$ cat src/rtl/aduli_calib_sequencer.sv
// aduli_calib_sequencer
//
// Top-level calibration sequencer for the ADULI LED string. Walks every LED address bit
// through NUM_PHASES display patterns. For each (bit, phase) step it requests the pattern,
// waits for the display to report valid plus a settle delay, launches one calibration step
// and waits for it to finish. Each attempt has a cycle budget; on expiry the step is retried
// up to MAX_RETRIES times before a sticky error is raised.
//
// Optional feature: define ADULI_SEQ_SINGLE_STEP_EN to park in HOLD after every completed,
// non-final step until proceed_in is asserted. Without it proceed_in is ignored.
//
// Ports:
//   clk_in                      system clock
//   rst_n_in                    synchronous active-low reset
//   start_in                    start a sequence (level, ignored while busy)
//   abort_in                    abort the sequence, back to IDLE
//   proceed_in                  single-step advance out of HOLD
//   led_display_valid_in        pulse: requested pattern is displayed
//   calibration_step_ready_in   step FSM idle/ready
//   calibration_step_going_in   step FSM accepted the start
//   led_addr_bit_sel_out        current address bit
//   phase_out                   current pattern phase
//   led_addr_bit_sel_start_out  one-cycle pattern request
//   calibration_start_out       step start, held until going is seen
//   calibration_first_out       marks the very first step
//   busy_out                    sequence in progress
//   done_out                    one-cycle pulse on successful completion
//   error_out                   sticky timeout failure
//   retry_count_out             retries used on the current step
//   state_out                   state encoding (IDLE=0 .. ERROR=6)
module aduli_calib_sequencer #(
  parameter int unsigned NUM_LEDS               = 50,
  parameter int unsigned LED_ADDRESS_WIDTH      = $clog2(NUM_LEDS),
  parameter int unsigned LED_ADDR_BIT_SEL_WIDTH = $clog2(LED_ADDRESS_WIDTH),
  parameter int unsigned NUM_PHASES             = 2,
  parameter int unsigned SETTLE_CYCLES          = 1024,
  parameter int unsigned TIMEOUT_CYCLES         = 2**20,
  parameter int unsigned MAX_RETRIES            = 2,
  localparam int unsigned PhaseW = (NUM_PHASES > 1) ? $clog2(NUM_PHASES) : 1,
  localparam int unsigned RetryW = (MAX_RETRIES > 0) ? $clog2(MAX_RETRIES + 1) : 1
) (
  input  logic                              clk_in,
  input  logic                              rst_n_in,
  input  logic                              start_in,
  input  logic                              abort_in,
  input  logic                              proceed_in,
  input  logic                              led_display_valid_in,
  input  logic                              calibration_step_ready_in,
  input  logic                              calibration_step_going_in,
  output logic [LED_ADDR_BIT_SEL_WIDTH-1:0] led_addr_bit_sel_out,
  output logic [PhaseW-1:0]                 phase_out,
  output logic                              led_addr_bit_sel_start_out,
  output logic                              calibration_start_out,
  output logic                              calibration_first_out,
  output logic                              busy_out,
  output logic                              done_out,
  output logic                              error_out,
  output logic [RetryW-1:0]                 retry_count_out,
  output logic [2:0]                        state_out
);

  localparam int unsigned SettleW = (SETTLE_CYCLES > 0) ? $clog2(SETTLE_CYCLES + 1) : 1;
  localparam int unsigned ToW     = $clog2(TIMEOUT_CYCLES);
  localparam int unsigned BitExtW = LED_ADDR_BIT_SEL_WIDTH + 1;
  localparam int unsigned PhExtW  = PhaseW + 1;

  localparam logic [SettleW-1:0] SettleLoad = SettleW'(SETTLE_CYCLES);
  localparam logic [ToW-1:0]     ToLast     = ToW'(TIMEOUT_CYCLES - 1);
  localparam logic [BitExtW-1:0] BitLimit   = BitExtW'(LED_ADDRESS_WIDTH);
  localparam logic [PhExtW-1:0]  PhLimit    = PhExtW'(NUM_PHASES);
  localparam logic [RetryW-1:0]  RetryMax   = RetryW'(MAX_RETRIES);

  typedef enum logic [2:0] {
    StIdle   = 3'd0,
    StShow   = 3'd1,
    StSettle = 3'd2,
    StLaunch = 3'd3,
    StRun    = 3'd4,
    StHold   = 3'd5,
    StError  = 3'd6
  } state_e;

  state_e                      state_q;
  logic [LED_ADDR_BIT_SEL_WIDTH-1:0] bit_q;
  logic [PhaseW-1:0]           phase_q;
  logic [RetryW-1:0]           retry_q;
  logic                        sel_start_q;
  logic                        cal_start_q;
  logic                        first_q;
  logic                        busy_q;
  logic                        done_q;
  logic                        error_q;
  logic [SettleW-1:0]          settle_cnt_q;
  logic [ToW-1:0]              to_cnt_q;
  logic                        valid_seen_q;
  logic                        going_seen_q;

  logic [BitExtW-1:0] bit_inc;
  logic [PhExtW-1:0]  ph_inc;
  logic               phase_wraps;
  logic               last_step;
  logic               valid_seen;
  logic               attempt_active;
  logic               step_done;
  logic               timeout;
  logic               first_step;

  // Increments are evaluated one bit wider so the limit compares cannot wrap.
  assign bit_inc        = {1'b0, bit_q} + BitExtW'(1);
  assign ph_inc         = {1'b0, phase_q} + PhExtW'(1);
  assign phase_wraps    = (ph_inc >= PhLimit);
  assign last_step      = phase_wraps && (bit_inc >= BitLimit);
  // A valid in the SHOW entry cycle counts, so the latch is ORed with the live input.
  assign valid_seen     = valid_seen_q | led_display_valid_in;
  assign attempt_active = (state_q == StShow) || (state_q == StSettle) ||
                          (state_q == StLaunch) || (state_q == StRun);
  // Ready before going has been seen belongs to the previous step and is ignored.
  assign step_done      = (state_q == StRun) && going_seen_q && calibration_step_ready_in;
  assign timeout        = attempt_active && (to_cnt_q == ToLast);
  assign first_step     = (bit_q == '0) && (phase_q == '0);

`ifndef ADULI_SEQ_SINGLE_STEP_EN
  logic unused_proceed;
  assign unused_proceed = proceed_in;
`endif

  always_ff @(posedge clk_in) begin
    if (!rst_n_in) begin
      state_q      <= StIdle;
      bit_q        <= '0;
      phase_q      <= '0;
      retry_q      <= '0;
      sel_start_q  <= 1'b0;
      cal_start_q  <= 1'b0;
      first_q      <= 1'b0;
      busy_q       <= 1'b0;
      done_q       <= 1'b0;
      error_q      <= 1'b0;
      settle_cnt_q <= '0;
      to_cnt_q     <= '0;
      valid_seen_q <= 1'b0;
      going_seen_q <= 1'b0;
    end else begin
      sel_start_q <= 1'b0;
      done_q      <= 1'b0;
      if (attempt_active && (to_cnt_q != ToLast)) begin
        to_cnt_q <= to_cnt_q + ToW'(1);
      end

      if (abort_in && (state_q != StIdle)) begin
        state_q      <= StIdle;
        bit_q        <= '0;
        phase_q      <= '0;
        retry_q      <= '0;
        cal_start_q  <= 1'b0;
        first_q      <= 1'b0;
        busy_q       <= 1'b0;
        error_q      <= 1'b0;
        settle_cnt_q <= '0;
        to_cnt_q     <= '0;
        valid_seen_q <= 1'b0;
        going_seen_q <= 1'b0;
      end else if (step_done) begin
        retry_q     <= '0;
        cal_start_q <= 1'b0;
        if (last_step) begin
          done_q  <= 1'b1;
          state_q <= StIdle;
          busy_q  <= 1'b0;
          bit_q   <= '0;
          phase_q <= '0;
          first_q <= 1'b0;
        end else begin
          if (phase_wraps) begin
            phase_q <= '0;
            bit_q   <= bit_inc[LED_ADDR_BIT_SEL_WIDTH-1:0];
          end else begin
            phase_q <= ph_inc[PhaseW-1:0];
          end
`ifdef ADULI_SEQ_SINGLE_STEP_EN
          state_q <= StHold;
`else
          sel_start_q  <= 1'b1;
          to_cnt_q     <= '0;
          valid_seen_q <= 1'b0;
          state_q      <= StShow;
`endif
        end
      end else if (timeout) begin
        cal_start_q <= 1'b0;
        first_q     <= first_step;
        if (retry_q < RetryMax) begin
          retry_q      <= retry_q + RetryW'(1);
          sel_start_q  <= 1'b1;
          to_cnt_q     <= '0;
          valid_seen_q <= 1'b0;
          state_q      <= StShow;
        end else begin
          state_q <= StError;
          error_q <= 1'b1;
          busy_q  <= 1'b0;
        end
      end else begin
        case (state_q)
          StIdle, StError: begin
            if (start_in) begin
              bit_q        <= '0;
              phase_q      <= '0;
              retry_q      <= '0;
              first_q      <= 1'b1;
              error_q      <= 1'b0;
              cal_start_q  <= 1'b0;
              busy_q       <= 1'b1;
              sel_start_q  <= 1'b1;
              to_cnt_q     <= '0;
              valid_seen_q <= 1'b0;
              state_q      <= StShow;
            end
          end
          StShow: begin
            valid_seen_q <= valid_seen;
            if (valid_seen) begin
              if (SETTLE_CYCLES == 0) begin
                state_q <= StLaunch;
              end else begin
                settle_cnt_q <= SettleLoad;
                state_q      <= StSettle;
              end
            end
          end
          StSettle: begin
            // Leaves after SETTLE_CYCLES cycles here; counter ends at zero.
            if (settle_cnt_q != '0) begin
              settle_cnt_q <= settle_cnt_q - SettleW'(1);
            end
            if (settle_cnt_q <= SettleW'(1)) begin
              state_q <= StLaunch;
            end
          end
          StLaunch: begin
            if (calibration_step_ready_in) begin
              cal_start_q  <= 1'b1;
              going_seen_q <= 1'b0;
              state_q      <= StRun;
            end
          end
          StRun: begin
            if (calibration_step_going_in) begin
              cal_start_q  <= 1'b0;
              first_q      <= 1'b0;
              going_seen_q <= 1'b1;
            end
          end
          StHold: begin
`ifdef ADULI_SEQ_SINGLE_STEP_EN
            if (proceed_in) begin
              sel_start_q  <= 1'b1;
              to_cnt_q     <= '0;
              valid_seen_q <= 1'b0;
              state_q      <= StShow;
            end
`else
            state_q <= StIdle;
`endif
          end
          default: state_q <= StIdle;
        endcase
      end
    end
  end

  assign led_addr_bit_sel_out       = bit_q;
  assign phase_out                  = phase_q;
  assign led_addr_bit_sel_start_out = sel_start_q;
  assign calibration_start_out      = cal_start_q;
  assign calibration_first_out      = first_q;
  assign busy_out                   = busy_q;
  assign done_out                   = done_q;
  assign error_out                  = error_q;
  assign retry_count_out            = retry_q;
  assign state_out                  = state_q;

endmodule

$ cat config.mk
export PLATFORM = sky130hd
export DESIGN_NAME = aduli_calib_sequencer
export DESIGN_NICKNAME = d
export VERILOG_FILES = /design/src/rtl/aduli_calib_sequencer.sv
export SDC_FILE = /design/constraint.sdc
export NUM_CORES = 1
export LEC_CHECK = 0
export BUFFER_PORTS_ARGS = -buffer_cell sky130_fd_sc_hd__buf_2
export CELL_PAD_IN_SITES_DETAIL_PLACEMENT = 0
export CELL_PAD_IN_SITES_GLOBAL_PLACEMENT = 1
export CORE_UTILIZATION = 40
export CTS_BUF_LIST = sky130_fd_sc_hd__clkbuf_4
export DETAILED_ROUTE_END_ITERATION = 8
export PLACE_DENSITY_LB_ADDON = 0.3
export SLEW_MARGIN = 20
export SYNTH_ARGS = -nofsm -noshare
export SYNTH_HDL_FRONTEND = slang
export SYNTH_SLANG_ARGS = --single-unit
$ cat constraint.sdc
create_clock -name clk_in -period 2.5 [get_ports clk_in]
set_input_delay 0.125 -clock clk_in [delete_from_list [all_inputs] [get_ports clk_in]]
set_output_delay 0.125 -clock clk_in [all_outputs]
set_load 0.05 [all_outputs]
==> metrics.csv <==
metric;value;unit
number of nets in the layout;388;
total nets after synthesis;362;
commonest cells after routing, fill and taps aside;sky130_fd_sc_hd__dfxtp_1, sky130_fd_sc_hd__a21oi_1, sky130_fd_sc_hd__nor2_1;
register area share after synthesis;34.6;%
max capacitance violation total;0;
cell-by-cell trace of the critical path;or4_4 > or3_4 > or3_1 > or4_1 > a21oi_1;
count of boundary I/O pins;23;
Die Span X;85.4;um
Longest Clk Path Bufs;2;
insertion delay of the later-clocked pin in the worst-skew pair;380;ps
Syn Area/Cell;8.01;um^2
dominant combinational cell family by area after synthesis;simple AND/OR/NAND/NOR gates;
post-route clock skew;27.0;ps
detailed placement HPWL;4790;um
CTS Root Cell;sky130_fd_sc_hd__clkbuf_4;
average wire per standard cell;14.8;um
Fmax achieved;0.433;GHz
delay contributed by the slowest stage of the critical path;590;ps
Hold Path Stages;3;
worst setup path category;reg2reg;
minimum clock period after layout;2310;ps
simple-gate share of the synthesized area;28.2;%
overall power after layout;0.00315;W
CP Data Arrival Time;2630;ps
count of endpoints failing hold in the final timing report;0;
crit share post-route;92.3;%
worst reg2reg path startpoint;settle_cnt_q[2];
via count of the first global-routing pass;2407;
TritonCTS clock tree;built;
worst rel slew slack;61.1;%
ratio of routed vias to standard cells;5.84;
Antenna Violating Nets Remaining;0;
row count;30;
CP required;2820;ps
total number of vias;2652;
final count of pins violating max slew;0;
core region area;6760;um^2
Cell Count, Final, Fillers Out;454;
worst-margin pin slew;581;ps
crit path max-delay cell type;sky130_fd_sc_hd__or4_4;
area share of xor/xnor cells in the synthesized design;3.47;%
number of synthesized register bits;48;
post-route cell area;3140;um^2
mux contribution to synthesized area;1.13;%
port buffer count;21;
largest fanout on the critical path;7;
GP Congestion;0.758;
total DRC errors in the routed layout;0;
Place WS;142;ps
die outline area;7280;um^2
overflow left after global routing;0;
number of cells produced by synthesis;347;
worst-case register-to-register setup slack;190;ps
complex-gate fraction of the synthesized area;24.7;%
GRT Resource Usage Total;19.2;%
worst min-delay path class;in2reg;
setup total negative slack;0;ps
Critical Path Source Type;flip-flop;
global-route wire length before repair;11500;um
maximum number of pins on one net before global-route repair;23;
unrepaired setup endpoints after global routing;false;
result of the run;finished, final reports clean;
post-CTS repair timing setup buffer count;0;
post-synthesis cell area;2780;um^2
Iter 0 DRT Violations;147;
number of antenna diodes;0;
most frequent standard cell in the layout excluding fill and tap cells;sky130_fd_sc_hd__dfxtp_1;
clock buffers created by TritonCTS;5;
post-synthesis adder-cell area fraction;3.51;%
antenna violations before repair;0;
number of cells after detailed placement;446;
number of enable-type register cells in the synthesized netlist;0;
YS warnings;0;
count of cells along the worst register-to-register path;5;
number of setup violations in the final report;0;
area post-placement;3050;um^2
clock sink total;48;
worst flop-to-flop path endpoint;settle_cnt_q[9];
total detailed-routing wirelength;6710;um
fraction of layout cells with a size suffix above 1;16.8;%
setup slack after layout;193;ps
leakage;1.11;nW
number of iterations in the first detailed-routing pass;4;
relative area change from synthesis to final layout;12.9;%
Starting Density;41.1;%
chip height;85.4;um
category of the worst setup path capture point;flip-flop;
power per standard cell area;1000;nW/um^2
async set or reset register ratio after synthesis;0;%
sink of the worst hold path;going_seen_q;
Synth Flop Type;sky130_fd_sc_hd__dfxtp_1;
number of levels the H-tree was split into;2;
Clock transition at path regs;160;ps
startpoint of the lowest-slack hold path;calibration_step_going_in;
IR drop worst, VDD;0.287;mV
layout filler cell count;695;
Distinct cells, synth;58;
## worst max-delay path by stage
stage | start | endpoint | slack, ps | cells past startpoint
after CTS | settle_cnt_q[2] | state_out[0] | 110 | 5
after global routing | to_cnt_q[1] | settle_cnt_q[6] | 70 | 7
after floorplan | led_addr_bit_sel_out[0] | to_cnt_q[11] | 0.6 | 8
after global placement | settle_cnt_q[2] | settle_cnt_q[9] | 180 | 5
after detailed placement | settle_cnt_q[2] | state_out[2] | 140 | 5
final | settle_cnt_q[2] | settle_cnt_q[9] | 190 | 5
## what timing repair did
item	in CTS	in global routing
resized for setup	0	2
endpoints found under the hold margin	0	0
hold buffers	0	0
setup endpoints to repair	0	4
## layout make-up
| type | count | area, um^2 | share of cell area, % |
|---|---|---|---|
| multi-input combinational | 268 | 1700 | 54.1 |
| clock inverter | 2 | 35.0 | 1.12 |
| inverter | 10 | 37.5 | 1.20 |
| tap | 80 | 100 | 3.19 |
| timing repair buffer | 40 | 260 | 8.29 |
| clock buffer | 6 | 45.0 | 1.44 |
| sequential | 48 | 961 | 30.6 |
## report_power, final
| group | total [W] | switching [W] | leakage [nW] | internal (W) |
|---|---|---|---|---|
| Sequential | 0.00100 | 0.000104 | 0.389 | 0.000896 |
| Clock | 0.000478 | 0.000257 | 0.0456 | 0.000221 |
| Combinational | 0.00167 | 0.000975 | 0.675 | 0.000696 |
| Total | 0.00315 | 0.00134 | 1.11 | 0.00181 |
## registers in the layout, summed over array words and instances, names as in the netlist
signal and flops:
to_cnt_q 20, settle_cnt_q 11, led_addr_bit_sel_out 3, state_out 3, retry_count_out 2, busy_out 1, calibration_first_out 1, calibration_start_out 1
done_out 1, error_out 1, going_seen_q 1, led_addr_bit_sel_start_out 1, phase_out 1, valid_seen_q 1
## Yosys cell counts, types with 3 or more instances
cell	instances	area share, %
sky130_fd_sc_hd__nand2_1	20	2.7
sky130_fd_sc_hd__clkbuf_1	13	1.8
sky130_fd_sc_hd__or3_1	11	2.5
sky130_fd_sc_hd__or3_2	3	0.81
sky130_fd_sc_hd__nand3_1	14	2.5
sky130_fd_sc_hd__nor4_1	3	0.68
sky130_fd_sc_hd__nand4_1	8	1.8
sky130_fd_sc_hd__or4_1	9	2.4
sky130_fd_sc_hd__xnor2_1	9	2.8
sky130_fd_sc_hd__nor3_1	15	2.7
sky130_fd_sc_hd__a31oi_1	7	1.6
sky130_fd_sc_hd__dfxtp_1	48	35
sky130_fd_sc_hd__ha_1	7	3.2
sky130_fd_sc_hd__buf_2	6	1.1
sky130_fd_sc_hd__and4_1	5	1.6
sky130_fd_sc_hd__o311ai_0	3	0.95
sky130_fd_sc_hd__nor2_1	25	3.4
sky130_fd_sc_hd__or2_2	3	0.68
sky130_fd_sc_hd__o211ai_1	4	1.1
sky130_fd_sc_hd__inv_1	10	1.4
sky130_fd_sc_hd__a21oi_1	33	5.9
sky130_fd_sc_hd__nor2b_1	4	0.90
sky130_fd_sc_hd__o21ai_0	21	3.8
sky130_fd_sc_hd__a211oi_1	8	2.2
sky130_fd_sc_hd__o31ai_1	9	2.4
sky130_fd_sc_hd__and2_1	3	0.68
sky130_fd_sc_hd__and3_1	3	0.68
## layer usage
metal  routed length [um]  global-route usage, %  vias up
met5                    0                      0        -
met4                   96                   5.45        0
met3                  190                   3.50        6
met2                 3040                   30.9       34
met1                 3390                   26.4     1245
li1                     -                      -     1367
## cell families after synthesis
family,count (synthesis)
flops,48
compound gates,107
xor+xnor,11
mux,3
simple gates,139
fa+ha+maj,8
buf+inv,31
## per-stage QoR
| stage | utilization (%) | hold WS (ps) |
|---|---|---|
| final | 46.4 | 101 |
| after global routing | 46.4 | 113 |
| after CTS | 46.4 | 91.0 |
| after detailed placement | 45.2 | 445 |
| after global placement | 45.2 | 443 |
| after floorplan | - | 332 |
## critical path: cells and delay by family, from the launching register on
family,cells,cell delay (ps)
flops,1,380
compound gates,1,140
simple gates,4,1720
Note: power is estimated with default switching activity, not from simulation.
